**src/rtl/trigger_conditioner.sv**
```systemverilog
//==============================================================================
// Module      : trigger_conditioner
// Description : Input conditioner for a delay-timer trigger contact.
//               Synchronises a raw asynchronous contact, optionally inverts
//               it, samples it on a prescaled tick and commits a level change
//               only after db_len consecutive agreeing samples. Provides
//               rise/fall pulses, a pending flag and a saturating count of
//               rejected glitches.
// Ports       :
//   clk        in   1      system clock (rising edge)
//   reset      in   1      asynchronous active-high reset, sync release
//   trig_raw   in   1      raw trigger contact, asynchronous to clk
//   invert     in   1      1: contact is active-low
//   db_len     in   CNT_W  consecutive agreeing samples needed (0 acts as 1)
//   trigger    out  1      debounced trigger level
//   trig_rise  out  1      1-clk pulse when trigger becomes 1
//   trig_fall  out  1      1-clk pulse when trigger becomes 0
//   busy       out  1      candidate change pending
//   glitch_cnt out  8      rejected candidate changes, saturating at 255
// Revision    : 1.0  initial release
//==============================================================================
`default_nettype none

module trigger_conditioner #(
    parameter int SYNC_STAGES = 2,
    parameter int PRESCALE    = 16,
    parameter int CNT_W       = 8
) (
    input  logic             clk,
    input  logic             reset,
    input  logic             trig_raw,
    input  logic             invert,
    input  logic [CNT_W-1:0] db_len,
    output logic             trigger,
    output logic             trig_rise,
    output logic             trig_fall,
    output logic             busy,
    output logic [7:0]       glitch_cnt
);

    localparam int                c_PRESC_W   = (PRESCALE > 1) ? $clog2(PRESCALE) : 1;
    localparam logic [c_PRESC_W-1:0] c_PRESC_MAX = c_PRESC_W'(PRESCALE - 1);
    localparam logic [CNT_W-1:0]  c_CNT_ONE   = CNT_W'(1);

    typedef enum logic [0:0] {
        ST_STABLE = 1'b0,
        ST_PEND   = 1'b1
    } state_t;

    logic [SYNC_STAGES-1:0] r_sync;
    logic [c_PRESC_W-1:0]   r_presc;
    logic [CNT_W-1:0]       r_cnt;
    logic [7:0]             r_glitch_cnt;
    logic                   r_trigger;
    logic                   r_rise;
    logic                   r_fall;
    logic                   r_busy;
    state_t                 r_state;

    logic                   w_tick;
    logic                   w_s;
    logic [CNT_W-1:0]       w_eff_len;
    logic [CNT_W-1:0]       w_cnt_inc;

    //--------------------------------------------------------------------------
    // Synchroniser: bit 0 is the metastability-exposed stage.
    //--------------------------------------------------------------------------
    always_ff @(posedge clk or posedge reset) begin
        if (reset) begin
            r_sync <= '0;
        end else begin
            r_sync <= {r_sync[SYNC_STAGES-2:0], trig_raw};
        end
    end

    //--------------------------------------------------------------------------
    // Free-running sample prescaler.
    //--------------------------------------------------------------------------
    always_ff @(posedge clk or posedge reset) begin
        if (reset) begin
            r_presc <= '0;
        end else if (r_presc == c_PRESC_MAX) begin
            r_presc <= '0;
        end else begin
            r_presc <= r_presc + c_PRESC_W'(1);
        end
    end

    assign w_tick    = (r_presc == c_PRESC_MAX);
    // Inversion is applied after synchronisation, so an invert change is
    // debounced exactly like a contact change.
    assign w_s       = r_sync[SYNC_STAGES-1] ^ invert;
    assign w_eff_len = (db_len == '0) ? c_CNT_ONE : db_len;
    assign w_cnt_inc = (r_cnt == '1) ? r_cnt : (r_cnt + c_CNT_ONE);

    //--------------------------------------------------------------------------
    // Debounce FSM. Only advances on tick; edge pulses default low every clk
    // so they last exactly one cycle.
    //--------------------------------------------------------------------------
    always_ff @(posedge clk or posedge reset) begin
        if (reset) begin
            r_state      <= ST_STABLE;
            r_cnt        <= '0;
            r_trigger    <= 1'b0;
            r_rise       <= 1'b0;
            r_fall       <= 1'b0;
            r_busy       <= 1'b0;
            r_glitch_cnt <= 8'd0;
        end else begin
            r_rise <= 1'b0;
            r_fall <= 1'b0;
            if (w_tick) begin
                case (r_state)
                    ST_STABLE: begin
                        if (w_s != r_trigger) begin
                            if (w_eff_len == c_CNT_ONE) begin
                                r_trigger <= w_s;
                                r_rise    <= w_s;
                                r_fall    <= ~w_s;
                                r_cnt     <= '0;
                            end else begin
                                r_cnt   <= c_CNT_ONE;
                                r_state <= ST_PEND;
                                r_busy  <= 1'b1;
                            end
                        end
                    end
                    ST_PEND: begin
                        if (w_s == r_trigger) begin
                            // Input bounced back before qualifying.
                            if (r_glitch_cnt != 8'hFF) begin
                                r_glitch_cnt <= r_glitch_cnt + 8'd1;
                            end
                            r_cnt   <= '0;
                            r_state <= ST_STABLE;
                            r_busy  <= 1'b0;
                        end else if (w_cnt_inc >= w_eff_len) begin
                            // >= so a live reduction of db_len commits at once.
                            r_trigger <= w_s;
                            r_rise    <= w_s;
                            r_fall    <= ~w_s;
                            r_cnt     <= '0;
                            r_state   <= ST_STABLE;
                            r_busy    <= 1'b0;
                        end else begin
                            r_cnt <= w_cnt_inc;
                        end
                    end
                    default: begin
                        r_cnt   <= '0;
                        r_state <= ST_STABLE;
                        r_busy  <= 1'b0;
                    end
                endcase
            end
        end
    end

    assign trigger    = r_trigger;
    assign trig_rise  = r_rise;
    assign trig_fall  = r_fall;
    assign busy       = r_busy;
    assign glitch_cnt = r_glitch_cnt;

endmodule

`default_nettype wire

```
**config.mk**
```make
export PLATFORM = sky130hd
export DESIGN_NAME = trigger_conditioner
export DESIGN_NICKNAME = d
export VERILOG_FILES = /design/src/rtl/trigger_conditioner.sv
export SDC_FILE = /design/constraint.sdc
export NUM_CORES = 1
export LEC_CHECK = 0
export CORE_UTILIZATION = 57
export CTS_CLUSTER_DIAMETER = 120
export CTS_CLUSTER_SIZE = 8
export DETAILED_ROUTE_END_ITERATION = 7
export PLACE_DENSITY = 0.83
export SYNTH_ARGS = -nofsm -noshare
export SYNTH_HDL_FRONTEND = slang
export SYNTH_SLANG_ARGS = --single-unit
```
**constraint.sdc**
```tcl
create_clock -name clk -period 7.4 [get_ports clk]
set_input_delay 0.74 -clock clk [delete_from_list [all_inputs] [get_ports clk]]
set_output_delay 0.74 -clock clk [all_outputs]
set_load 0.005 [all_outputs]
```
==> results.md <==
* Cell Count Post-Placement at between 200 and 250
* CP Class: reg -> reg
* Die height at 55.2 um
* Antenna violations before repair at 0
* Die area at 3050 um^2
* Die width at 55.2 um
* Fin crit period at 3450 ps
* Worst path cell trace: ha_1 > nand3_1 > nor3_1 > nor3_1 > or2_2 > ha_1 > or4_1 > a21oi_1 > o31a_2 > a31oi_1 > o21ai_0
* Mean Syn Cell Area at 9.60 um^2
* Mapped Cells at 168
* Synth Net Count at 191
* Initial Utilization at 0.628
* Core area at 2570 um^2
* Vias per Instance at approximately 5.9
* Seq/Total Area, Yosys at 0.419
* Pin count of the biggest net entering global routing at 28
* Layout Nets at 216
* Max stage delay on crit path at slightly below 500 ps
* Core Rows at 18
* Fraction of layout cells with a size suffix above 1 at 0.0938
* Final setup vio count at 0
* Worst Hold Class: reg -> reg
* Highest clock rate at about 290 MHz
* Worst Skew at approximately 3.3 ps
* TritonCTS clock tree: yes
* Synthesis warning total at 0
* Commonest cells in the netlist: dfrtp_1 (27), nand2_1 (16), inv_1 (14), nand3_1 (14), ha_1 (11)
* Synth top area share at 0.419
* Root buf cell: clkbuf_4
* Hold Path Depth at 0
* Slew @ Worst Pin at 973 ps
* Wirelength per Cell at 14.7 um
* Vias in the first global route at 1,176
* DR DRC count at 0
* Netlist cell types at 40
* Drt total wl at 3270 um
* First-pass GRT wire length at between 5000 and 6000 um
* I/O pins at 24
* Crit path max fanout at 15
* Dominant cells by area after synthesis: dfrtp_1 (42%), ha_1 (8.5%), nand3_1 (4.3%)
* Setup TNS at 0 ps
* Critical path launch point type: flip-flop
* Final period util at 0.466
* Clock buffer depth at 2
* EDFF count, synth at 0
* DPL Wire Length at 2550 um
* WP data arrival at 3680 ps
* Crit path required time at between 7000 and 8000 ps
* GRT overflow at 0
* Hold-fix buffers at CTS at 0
* Final Hold Viols at 0
* Yosys top cell by area: dfrtp_1
* H-tree levels at 1
* Peak VDD IR at 0.000147 V
* Asr flop ratio synth at 1.00
* # clock sinks at 27
* Gpl congestion at 0.854
* Non-Filler Instances at about 220
* CTS Buf Count at 3
* Port buffer count at 23
* FF-to-FF path depth at 11
* Drt initial violations at 36
* CP max-delay cell: nor3_1
* Outcome: finished clean
* Most used DFF post-synth: dfrtp_1
* Ant diodes at 0
* Leakage at just under 0.9 nW
* Pwr Density at 167 nW/um^2
* Worst-path clk slew at roughly 130 ps
* Endpoint class of the critical path: flip-flop
* Synth Cell Area at between 1500 and 2000 um^2
* Final slew viol count at 0
* DR vias at roughly 1,300
* Most common cell in the netlist: dfrtp_1
* Slew margin rel. at 0.351
* Setup Fix Bufs, Post-CTS at 0
* Routed Antenna Nets at 0
* Max Cap Viol at 0
* Area growth from synthesis to layout at 17.2%
* Post-synthesis sequential element count at 27
* RSZ-0062 raised after global routing: false
* Post-CTS resize count at 0
* GRT Overall Usage at 0.240
* Drt pass-1 iters at 4
* Worst-Skew Late Latency at 320 ps
-- stage by stage --
stage / total power [mW] / utilization / hold slack, ps / worst slack (ps) / area (um^2)
6_report: 0.317 / 0.736 / 387 / 3950 / 1890
5_1_grt: 0.333 / 0.736 / 395 / 3720 / 1890
4_1_cts: 0.318 / 0.736 / 385 / 4000 / 1890
3_5_place_dp: 0.256 / 0.726 / 355 / 3990 / 1860
3_3_place_gp: 0.250 / 0.726 / 335 / 4070 / 1860
2_1_floorplan: 0.223 / - / 331 / 4470 / 1610
-- cells in the final DEF (no fill, tap or decap), drive strengths merged --
cell	synthesis	layout
or3	4	4
and3	2	2
o22ai	1	1
xor3	1	1
or2	2	2
xor2	4	4
o211ai	2	2
clkdlybuf4s50	0	23
and2	1	1
mux2	3	3
nor3	5	5
nor2b	1	1
a31oi	8	8
a32o	1	1
or4	2	2
nor2	12	12
nor4	1	1
a21o	1	1
o31a	1	1
dfrtp	27	27
inv	14	14
xnor2	6	6
o21ai	5	5
nand4	4	4
ha	11	11
nand2	16	16
a21oi	6	6
o21a	4	4
nand2b	3	3
clkbuf	1	4
nand3b	2	2
mux2i	1	1
nand3	14	14
-- worst paths after layout --
path / startpoint / to / slack, ps
setup / recovery: r_cnt[0] / r_cnt[1] / 3950
hold / removal: r_sync[0] / r_sync[1] / 390
setup reg to reg: r_cnt[0] / r_cnt[1] / 3950
hold reg to reg: r_sync[0] / r_sync[1] / 390
max in group asynchronous: reset / glitch_cnt[0] / 5890
min in group asynchronous: reset / r_sync[1] / 920
-- registers in the layout (all words and copies together), names as in the netlist --
name / cells
r_presc: 4
trigger: 1
r_state: 1
trig_rise: 1
r_cnt: 8
busy: 1
trig_fall: 1
r_sync: 2
glitch_cnt: 8
-- where the power goes --
group	internal, mW	total (mW)	switching, mW
clock	0.0211	0.0620	0.0409
sequential	0.159	0.172	0.0137
combinational	0.0422	0.0823	0.0401
total	0.222	0.317	0.0947
-- critical path: cells and delay by family, from the launching register on --
kind / cells / cell delay, ps
AND/OR/NAND/NOR: 5 / 1540
AO/OA/AOI/OAI: 4 / 900
adder cells (fa/ha/maj): 2 / 490
flip-flops: 1 / 410
-- routing by layer --
| metal | GRT usage | vias to the layer above | wire [um] | share of wire |
|---|---|---|---|---|
| met1 | 0.320 | 619 | 1500 | 0.46 |
| met2 | 0.384 | 38 | 1580 | 0.48 |
| met3 | 0.0601 | 2 | 166 | 0.051 |
| met5 | 0 | - | 0 | 0 |
| li1 | - | 645 | - | - |
| met4 | 0.0750 | 0 | 17 | 0.0052 |
-- cell type report --
| cell class | instances | area [um^2] |
|---|---|---|
| clock buffers | 4 | 26.3 |
| well taps | 30 | 37.5 |
| repair buffers | 23 | 230 |
| flip-flops and latches | 27 | 676 |
| multi-input cells | 124 | 868 |
| fillers | 199 | 677 |
| inverters | 14 | 52.6 |
-- cell families after synthesis --
group | count (synthesis) | share of synthesized area
buf+inv | 17 | 0.0427
fa+ha+maj | 11 | 0.0853
xor+xnor | 11 | 0.0698
compound gates | 29 | 0.114
flops | 27 | 0.419
mux | 4 | 0.0272
simple gates | 69 | 0.242
Note: power is estimated with default switching activity, not from simulation.
